### src/rtl/mbf_chan_scheduler.sv
// Round-robin sample issue and config sequencing in front of the shared
// multichannel decimator in the MHBF DDC chain.
module mbf_chan_scheduler #(
    parameter int DATA_WIDTH  = 24,
    parameter int MAX_CH      = 2,
    parameter int CFG_WIDTH   = 16,
    parameter int VALID_HIGH  = 2,
    parameter int VALID_LOW   = 2,
    parameter int CFG_TIMEOUT = 64
) (
    input  logic                         CLK,
    input  logic                         RST,
    input  logic [MAX_CH-1:0]            Ch_Req,
    input  logic [MAX_CH*DATA_WIDTH-1:0] Ch_Data,
    output logic [MAX_CH-1:0]            Ch_Ack,
    input  logic                         Cfg_Start,
    input  logic [CFG_WIDTH-1:0]         Cfg_Dcef,
    output logic                         Cfg_Busy,
    output logic                         Cfg_Err,
    output logic                         Dec_isConfig,
    output logic [CFG_WIDTH-1:0]         Dec_Config_Data,
    input  logic                         Dec_isConfigDone,
    output logic [DATA_WIDTH-1:0]        Dec_Data,
    output logic                         Dec_Data_Valid,
    output logic [3:0]                   Dec_ChIdx
);

    localparam int SLOT_MAX = (VALID_HIGH > VALID_LOW) ? VALID_HIGH : VALID_LOW;
    localparam int CNT_W    = $clog2(SLOT_MAX + 1);
    localparam int TMO_W    = $clog2(CFG_TIMEOUT + 1);

    localparam logic [CNT_W-1:0] VH_LAST = CNT_W'(VALID_HIGH - 1);
    localparam logic [CNT_W-1:0] VL_LAST = CNT_W'(VALID_LOW - 1);
    localparam logic [TMO_W-1:0] TO_LAST = TMO_W'(CFG_TIMEOUT - 1);

    typedef enum logic [2:0] {
        S_IDLE,
        S_ISSUE,
        S_GAP,
        S_CFG_REQ,
        S_CFG_WAIT
    } state_t;

    state_t                  state_q;
    logic [3:0]              rr_q;
    logic [CNT_W-1:0]        cnt_q;
    logic [TMO_W-1:0]        tmo_q;
    logic                    pend_q;
    logic                    busy_q;
    logic                    err_q;
    logic                    isc_q;
    logic [CFG_WIDTH-1:0]    cfg_q;
    logic [DATA_WIDTH-1:0]   data_q;
    logic [3:0]              idx_q;
    logic                    vld_q;

    logic [2*MAX_CH-1:0]     req_dbl;
    logic [MAX_CH-1:0]       req_rot;
    logic [MAX_CH-1:0]       ack_oh;
    logic                    gnt_vld;
    logic                    grant;
    int                      gnt_off;
    int                      gnt_sum;
    logic [3:0]              gnt_idx;
    logic [3:0]              rr_d;
    logic [DATA_WIDTH-1:0]   gnt_data;

    // Rotate requests so the RR pointer lands on bit 0, then pick the lowest set bit.
    always_comb begin
        req_dbl  = {Ch_Req, Ch_Req};
        req_rot  = MAX_CH'(req_dbl >> rr_q);
        gnt_vld  = 1'b0;
        gnt_off  = 0;
        for (int i = MAX_CH - 1; i >= 0; i--) begin
            if (req_rot[i]) begin
                gnt_vld = 1'b1;
                gnt_off = i;
            end
        end
        gnt_sum = int'(rr_q) + gnt_off;
        if (gnt_sum >= MAX_CH) begin
            gnt_sum = gnt_sum - MAX_CH;
        end
        gnt_idx  = 4'(gnt_sum);
        rr_d     = (gnt_sum == MAX_CH - 1) ? 4'd0 : 4'(gnt_sum + 1);
        gnt_data = '0;
        ack_oh   = '0;
        for (int i = 0; i < MAX_CH; i++) begin
            if (i == gnt_sum) begin
                gnt_data  = Ch_Data[i*DATA_WIDTH +: DATA_WIDTH];
                ack_oh[i] = 1'b1;
            end
        end
    end

    assign grant = !RST && (state_q == S_IDLE) && !pend_q && gnt_vld;

    always_ff @(posedge CLK or posedge RST) begin
        if (RST) begin
            state_q <= S_IDLE;
            rr_q    <= '0;
            cnt_q   <= '0;
            tmo_q   <= '0;
            pend_q  <= 1'b0;
            busy_q  <= 1'b0;
            err_q   <= 1'b0;
            isc_q   <= 1'b0;
            cfg_q   <= '0;
            data_q  <= '0;
            idx_q   <= '0;
            vld_q   <= 1'b0;
        end else begin
            if (Cfg_Start && !busy_q) begin
                if (Cfg_Dcef == '0) begin
                    err_q <= 1'b1;
                end else begin
                    cfg_q  <= Cfg_Dcef;
                    pend_q <= 1'b1;
                    busy_q <= 1'b1;
                    err_q  <= 1'b0;
                end
            end
            unique case (state_q)
                S_IDLE: begin
                    if (pend_q) begin
                        isc_q   <= 1'b1;
                        state_q <= S_CFG_REQ;
                    end else if (gnt_vld) begin
                        data_q  <= gnt_data;
                        idx_q   <= gnt_idx;
                        rr_q    <= rr_d;
                        vld_q   <= 1'b1;
                        cnt_q   <= '0;
                        state_q <= S_ISSUE;
                    end
                end
                S_ISSUE: begin
                    if (cnt_q == VH_LAST) begin
                        vld_q   <= 1'b0;
                        cnt_q   <= '0;
                        state_q <= S_GAP;
                    end else begin
                        cnt_q <= cnt_q + 1'b1;
                    end
                end
                S_GAP: begin
                    if (cnt_q == VL_LAST) begin
                        cnt_q   <= '0;
                        state_q <= S_IDLE;
                    end else begin
                        cnt_q <= cnt_q + 1'b1;
                    end
                end
                S_CFG_REQ: begin
                    isc_q   <= 1'b0;
                    pend_q  <= 1'b0;
                    tmo_q   <= '0;
                    state_q <= S_CFG_WAIT;
                end
                S_CFG_WAIT: begin
                    if (Dec_isConfigDone) begin
                        busy_q  <= 1'b0;
                        state_q <= S_IDLE;
                    end else if (tmo_q == TO_LAST) begin
                        err_q   <= 1'b1;
                        busy_q  <= 1'b0;
                        state_q <= S_IDLE;
                    end else begin
                        tmo_q <= tmo_q + 1'b1;
                    end
                end
                default: state_q <= S_IDLE;
            endcase
        end
    end

    assign Ch_Ack          = grant ? ack_oh : '0;
    assign Cfg_Busy        = busy_q;
    assign Cfg_Err         = err_q;
    assign Dec_isConfig    = isc_q;
    assign Dec_Config_Data = cfg_q;
    assign Dec_Data        = data_q;
    assign Dec_Data_Valid  = vld_q;
    assign Dec_ChIdx       = idx_q;

endmodule

### config.mk
export PLATFORM = sky130hd
export DESIGN_NAME = mbf_chan_scheduler
export DESIGN_NICKNAME = d
export VERILOG_FILES = /design/src/rtl/mbf_chan_scheduler.sv
export SDC_FILE = /design/constraint.sdc
export NUM_CORES = 1
export LEC_CHECK = 0
export CAP_MARGIN = 20
export CORE_ASPECT_RATIO = 0.9
export CORE_MARGIN = 4
export CORE_UTILIZATION = 41
export DETAILED_ROUTE_END_ITERATION = 10
export PLACE_DENSITY = 0.84
export SETUP_SLACK_MARGIN = 0.02
export SYNTH_ARGS = -nofsm -noshare
export SYNTH_HDL_FRONTEND = slang
export SYNTH_SLANG_ARGS = --single-unit
export TNS_END_PERCENT = 100
### constraint.sdc
create_clock -name CLK -period 5.2 [get_ports CLK]
set_clock_uncertainty 0.1 [all_clocks]
set_input_delay 1.04 -clock CLK [delete_from_list [all_inputs] [get_ports CLK]]
set_output_delay 1.04 -clock CLK [all_outputs]
set_load 0.02 [all_outputs]
-- After elaboration in Yosys (flattened, before gate mapping)
Cells that the tools add are included.
- add/subtract/negate cells: 5
- magnitude comparators: 1
- equality and inequality tests: 18
- shifts and indexed selects: 1
- muxes and demuxes: 44
- bitwise gates (word level): 2
- reduce and logical (&&, ||, !) cells: 24
- operators with widths (kind ; number):
    $mux 32 ; 2
    $mux 24 ; 2
    $add 5x32->32 ; 1
    $eq 2x32->1 const A ; 1
    $eq 32x2->1 const B ; 1
    $ge 32x3->1 const B ; 1
    $logic_not 32->1 ; 1
    $sub 32x3->32 const B ; 1
    $mux 1 ; 22
    $mux 3 ; 6
    $logic_not 16->1 ; 1
    $pmux 3 s5 ; 1
    $mux 7 ; 2
    $ne 2x2->1 const B ; 7
    $pmux 7 s2 ; 1
    $reduce_bool 2->1 ; 5
    $reduce_and 3->1 ; 3
    $mux 2 ; 4
    $reduce_and 4->1 ; 2
    $add 7x1->7 const B ; 1
    $eq 7x6->1 const B ; 1
    $eq 3x2->1 const B ; 2
    $ne 3x3->1 const B ; 2
    $reduce_and 2->1 ; 3
    other kinds (15) ; 22
- register bits: 65
- input bits: 70
- output and inout bits: 50
- logic and storage cells: 107

-- Longest topological paths before layout
- depth after elaboration: 9
- mapped depth: 17
- mapped depth without buffers: 14

-- Worst setup path before layout
OpenSTA, ideal clock, no wires.
- path type: input to output
- from: input port Ch_Req[0]
- to: output port Ch_Ack[1]
- data arrival time: 4215 ps
- required time: 4060 ps
- slack: -155 ps
- cell stages on the path: 15
- path buffers: 3
- cells stage by stage: nor4bb_1 o21a_1 ha_1 ha_1 buf_2 or4_1 o31ai_1 ha_1 clkbuf_1 xnor2_1 o21ai_0 ha_1 clkbuf_1 nand4_1 nor2_1
- longest elaborated chain between the ends: 9
- elaborated cells between the ends (all ways): 13
- classes of those cells: 2 x add/sub; 1 x order compare; 1 x eq/ne; 1 x shift; 7 x mux; 1 x reduce/logical
- ends and longest elaborated chain (what ; line ; text):
    start, declared ; 13 ; input logic [MAX_CH-1:0] Ch_Req,
    $shr 4x4->2 (*) ; 71 ; req_rot = MAX_CH'(req_dbl >> rr_q);
    $mux 1 ; 75 ; if (req_rot[i]) begin
    $mux 32 ; 75 ;
    $add 5x32->32 ; 80 ; gnt_sum = int'(rr_q) + gnt_off;
    $sub 32x3->32 or $ge 32x3->1 (tied branches) ; 82, 81 ;
    $mux 32 ; 81 ; if (gnt_sum >= MAX_CH) begin
    $eq 2x32->1 ; 89 ; if (i == gnt_sum) begin
    $mux 1 ; 89 ;
    $mux 2 (*) ; 177 ; assign Ch_Ack = grant ? ack_oh : '0;
    end, declared ; 15 ; output logic [MAX_CH-1:0] Ch_Ack,
Mark *: on every way between the ends. The rest lies on a longest branch, timed or not.

-- Worst setup path in the final report
- from: input port Ch_Req[1]
- to: output port Ch_Ack[0]
- longest elaborated chain between the ends: 9
- elaborated cells between the ends (all ways): 13
- classes of those cells: 2 x add/sub; 1 x order compare; 1 x shift; 7 x mux; 2 x reduce/logical
- ends and longest elaborated chain (what ; line):
    $shr 4x4->2 (*) ; 71
    $mux 1 ; 75
    $mux 32 ; 75
    $add 5x32->32 ; 80
    $sub 32x3->32 or $ge 32x3->1 (tied branches) ; 82, 81
    $mux 32 ; 81
    $logic_not 32->1 ; 89
    $mux 1 ; 89
    $mux 2 (*) ; 177
Marks and branches as above.

==> impl.org <==
** Die
- For this configuration, the core starts out at a cell density of 0.424.
- Number of I/O pins :: 120
- In this run the standard cell core region covers about 8000 um2.
- Floorplan die area :: just under 10,000 um2
- From left edge to right edge, the die measures 105 um.
- Die extent in y :: 94.9 um
- After floorplanning, the core was divided into 31 placement rows.

** Clocking
- TritonCTS created 9 clock buffers.
- Cell chosen for the clock root :: clkbuf_8
- TritonCTS clock tree :: done
- Level count of the clock H-tree :: 3
- Buffers inserted to repair hold after CTS numbered 0.
- The clock reaches the later pin of the worst-skew pair after 0.34 ns.
- Post-CTS clock slew at the launch and capture registers of the worst setup and hold paths :: 0.07 ns
- No sink is reached through more buffers than the 2 on the longest clock path.
- The tree built by TritonCTS fans out to 65 sinks.

** Cells and area
- Area of all placed cells without fillers :: between 5000 and 6000 um2
- Utilization after layout :: 0.649
- Share of layout cells above drive strength 1 :: 0.187
- Final Instance Count excl. Fillers :: between 600 and 700
- The repair_antennas step left the layout with diodes totalling 0.
- Total Nets Final :: 576
- Compared with the post-synthesis result, the final layout area differs by 52.9%.

** Global routing
- Initial antenna violation count :: 0
- The via count of the first global-routing pass came to 3,392.
- Pin count of the biggest net entering global routing :: 66
- GRT Residual Overflow :: 0
- Total routing usage reported by global routing :: 0.210
- The first global-routing pass estimated around 17 mm of wire.

** Critical path
- Most repeated library cell on the critical path :: ha_4
- The largest single stage delay on the critical path is 0.43 ns.
- Max stage delay cell, worst path :: or4_4
- Worst path arrival time :: slightly below 4 ns
- Crit path required time :: 4.06 ns
- Critical path start-end classification :: primary input to output port
- The number of buffers and inverters on the critical path is 2.
- In this run the worst path has a maximum fanout of 5.
- Crit-path leading delay family :: simple AND/OR/NAND/NOR gates
- The worst setup path is launched from a primary input.
- STA classifies the critical path endpoint as an output port.
- The critical path goes through clkdlybuf4s15_1 > nor4bb_2 > o21a_1 > ha_2 > ha_4 > or4_4 > o31ai_4 > ha_4 > a211oi_1 > mux2i_1 > a21oi_2 > a21o_1 > nor3_2 > and3_1 > buf_6.

** Status
- The flow ran to the end, and the final reports show no timing, DRC or antenna violations.

** Yosys
- The biggest area contributor in the post-synthesis netlist is dfrtp_1.
- Yosys printed 0 warnings.
- Part of the Yosys area used for sequential elements :: 0.473
- Counting distinct cell types in the post-synthesis netlist gives 49.
- Cell area after technology mapping :: 3440 um2
- Of the post-synthesis cell area, the dominant cell type holds 0.473.
- A synthesized cell averages 9.85 um2.
- Synthesis produced a netlist whose cell count is 349.
- Most frequently used flop master after synthesis :: dfrtp_1
- When the netlist entered floorplanning its net count stood at 428.
- After synthesis, the share of flip-flops with an asynchronous set or reset is 1.00.
- Total of flip-flops plus latches after synthesis :: 65
- Top post-synthesis cells by area :: dfrtp_1 47%, mux2_2 5.2%, nand2_1 5.0%
- Number of enable-type register cells in the synthesized netlist :: 0

** Pwr
- Worst IR Drop VDD :: 0.295 mV
- Power spread over the standard cell area amounts to around 610 nW/um2.
- Part of the total power dissipated in sequential elements :: 0.281
- Overall power consumption after layout is estimated at 3.20 mW.
- NetSw :: approximately 1.4 mW
- Internal :: roughly 1.8 mW
- The analysis attributes to cell leakage a power of 2.37 nW.
- Of the total power, the clock network draws 0.135.
- Of the total power, combinational logic draws 0.583.
- Of the total power, the share spent switching nets is 0.428.

** Route
- The final layout contains routed wiring with a total length of 10.3 mm.
- Once detail routing completed, the nets flagged for antenna violations numbered 0.
- Detail-routed net length per standard cell :: 17.2 um
- The first routing iteration left 108 violations.
- Dividing the detail-routed via count by the number of cells gives 5.49.
- The pre-antenna-repair detailed-routing pass consisted of 4 iterations.
- Across all layers, the routed design uses 3,299 vias.
- For this run, design rule violations remaining after detail routing come to 0.

** Timing
- Worst hold margin :: 0.394 ns
- Setup repair after global routing left no endpoint under its margin.
- The max-slew violation total from the final report was 0.
- Endpoints failing setup :: 0
- Time the final worst path needs with I/O delays and setup :: 5.04 ns
- Number of failing hold endpoints at the final stage :: 0
- For the pin with the worst max-slew slack, the measured transition is 0.824 ns.
- F_max :: between 0.15 and 0.2 GHz
- Dividing the final minimum period by the clock period gives 0.969.
- Max transition margin :: 0.451

** Place
- Counting tap cells, the placed design contains a total of around 600 instances.
- Post-place instance area :: 4940 um2
- Weighted congestion at the end of routability-driven global placement :: 0.983
- Input and output buffers added on the ports amount to 119.
- Hpwl dp :: 7.61 mm

** Min path
- Min-delay worst type :: register to register

** Job
- Max Cap Violations :: 0
stage by stage:
step	setup TNS, ns	setup WS [ns]
final	0	0.160
after global routing	0	0.0387
after CTS	0	0.139
after detailed placement	-1.90	-0.685
after global placement	-1.09	-0.554
after floorplan	0	0.0438
final cells by class:
cell class	instances	area, um2
fill	646	2850
sequential	65	1630
multi-input combinational	250	1770
clock buffer	11	131
timing repair buffer	159	1500
inverter	12	45.0
clock inverter	5	63.8
tap	99	124
flip-flops by register name (all words and copies together), names as in the netlist, 2 cells and up:
name,flops
tmo_q,7
Dec_ChIdx,4
Dec_Config_Data,16
Dec_Data,24
state_q,3
cnt_q,2
rr_q,4
cells in the final DEF (no fill, tap or decap), types with 3 or more instances in the layout:
cell             netlist  final
nor2_1                19     18
a21oi_1                8      6
mux2_2                16     16
xor2_1                 6      6
and3_1                 4      4
o31ai_1               20     19
dfrtp_1               65     65
o21ai_0                8      7
o21ai_1                3      3
buf_4                  2     39
a21o_1                21     21
clkdlybuf4s50_1        0    115
nand2b_1               4      4
mux2i_1                5      5
nand3_1               26     26
o211ai_1               6      6
ha_1                   9      6
clkbuf_8               0      9
nor4_1                 7      6
xnor2_1                4      3
nand2_1               46     46
nor2b_1                3      3
inv_1                 12     11
buf_6                  1      3
nand4_1                3      3
path summary, 6_finish.rpt:
path / from / end / slack (ns) / cells past startpoint
worst max-delay path: Ch_Req[1] / Ch_Ack[0] / 0.16 / 15
worst min-delay path: Dec_ChIdx[2] / Dec_ChIdx[2] / 0.39 / 2
worst max register to register: rr_q[1] / Dec_Data[12] / 1.04 / 17
worst min register to register: Dec_ChIdx[2] / Dec_ChIdx[2] / 0.39 / 2
max in group asynchronous: RST / Dec_Data[3] / 3.17 / 3
min in group asynchronous: RST / Dec_Data[21] / 1.30 / 3
synth_stat cells, types with 3 or more instances:
| cell | n |
|---|---|
| a21o_1 | 21 |
| nor2_1 | 19 |
| and3_1 | 4 |
| mux2i_1 | 5 |
| o31ai_1 | 20 |
| buf_2 | 5 |
| xor2_1 | 6 |
| o21ai_1 | 3 |
| clkbuf_1 | 12 |
| ha_1 | 9 |
| nor2b_1 | 3 |
| o211ai_1 | 6 |
| a21oi_1 | 8 |
| nand2b_1 | 4 |
| inv_1 | 12 |
| nand2_1 | 46 |
| dfrtp_1 | 65 |
| a211oi_1 | 3 |
| a21boi_0 | 3 |
| mux2_2 | 16 |
| nor4_1 | 7 |
| o21ai_0 | 8 |
| nand3_1 | 26 |
| nand4_1 | 3 |
| xnor2_1 | 4 |
cells by family after synthesis:
family,share of synthesized area
multiplexers,0.0670
adder cells (fa/ha/maj),0.0328
AO/OA/AOI/OAI,0.171
buffers and inverters,0.0433
AND/OR/NAND/NOR,0.187
XOR/XNOR,0.0255
flip-flops,0.473
power groups by stage:
stage	sequential (mW)	clock (mW)	combinational (mW)
5_1_grt	0.936	0.465	2.00
4_1_cts	0.900	0.441	1.85
2_1_floorplan	1.07	0	0.795
3_5_place_dp	0.903	0	1.77
6_report	0.900	0.433	1.87
3_3_place_gp	0.885	0	1.72
worst register-to-register path, cell delays in order, from the launching register on:
cell	delay (ns)
dfrtp_1	0.52
nor4bb_2	0.33
o21a_1	0.19
ha_2	0.19
ha_4	0.20
or4_4	0.43
o31ai_4	0.09
ha_4	0.22
buf_6	0.11
xnor2_2	0.12
o21ai_2	0.11
ha_1	0.23
buf_4	0.22
nand2b_1	0.24
a2111oi_2	0.40
buf_4	0.21
nand3_1	0.08
o211ai_1	0.10
what timing repair did:
action,CTS,global route
gates resized for setup,32,3
setup buffers,2,0
endpoints found under the setup margin,2,2
pin swaps,9,8
per-layer routing:
layer,wire length [um],GRT usage
met5,0,0
met4,134,0.0664
met2,5240,0.355
met1,4290,0.268
met3,680,0.0506
Power figures use the tool's default switching activity.
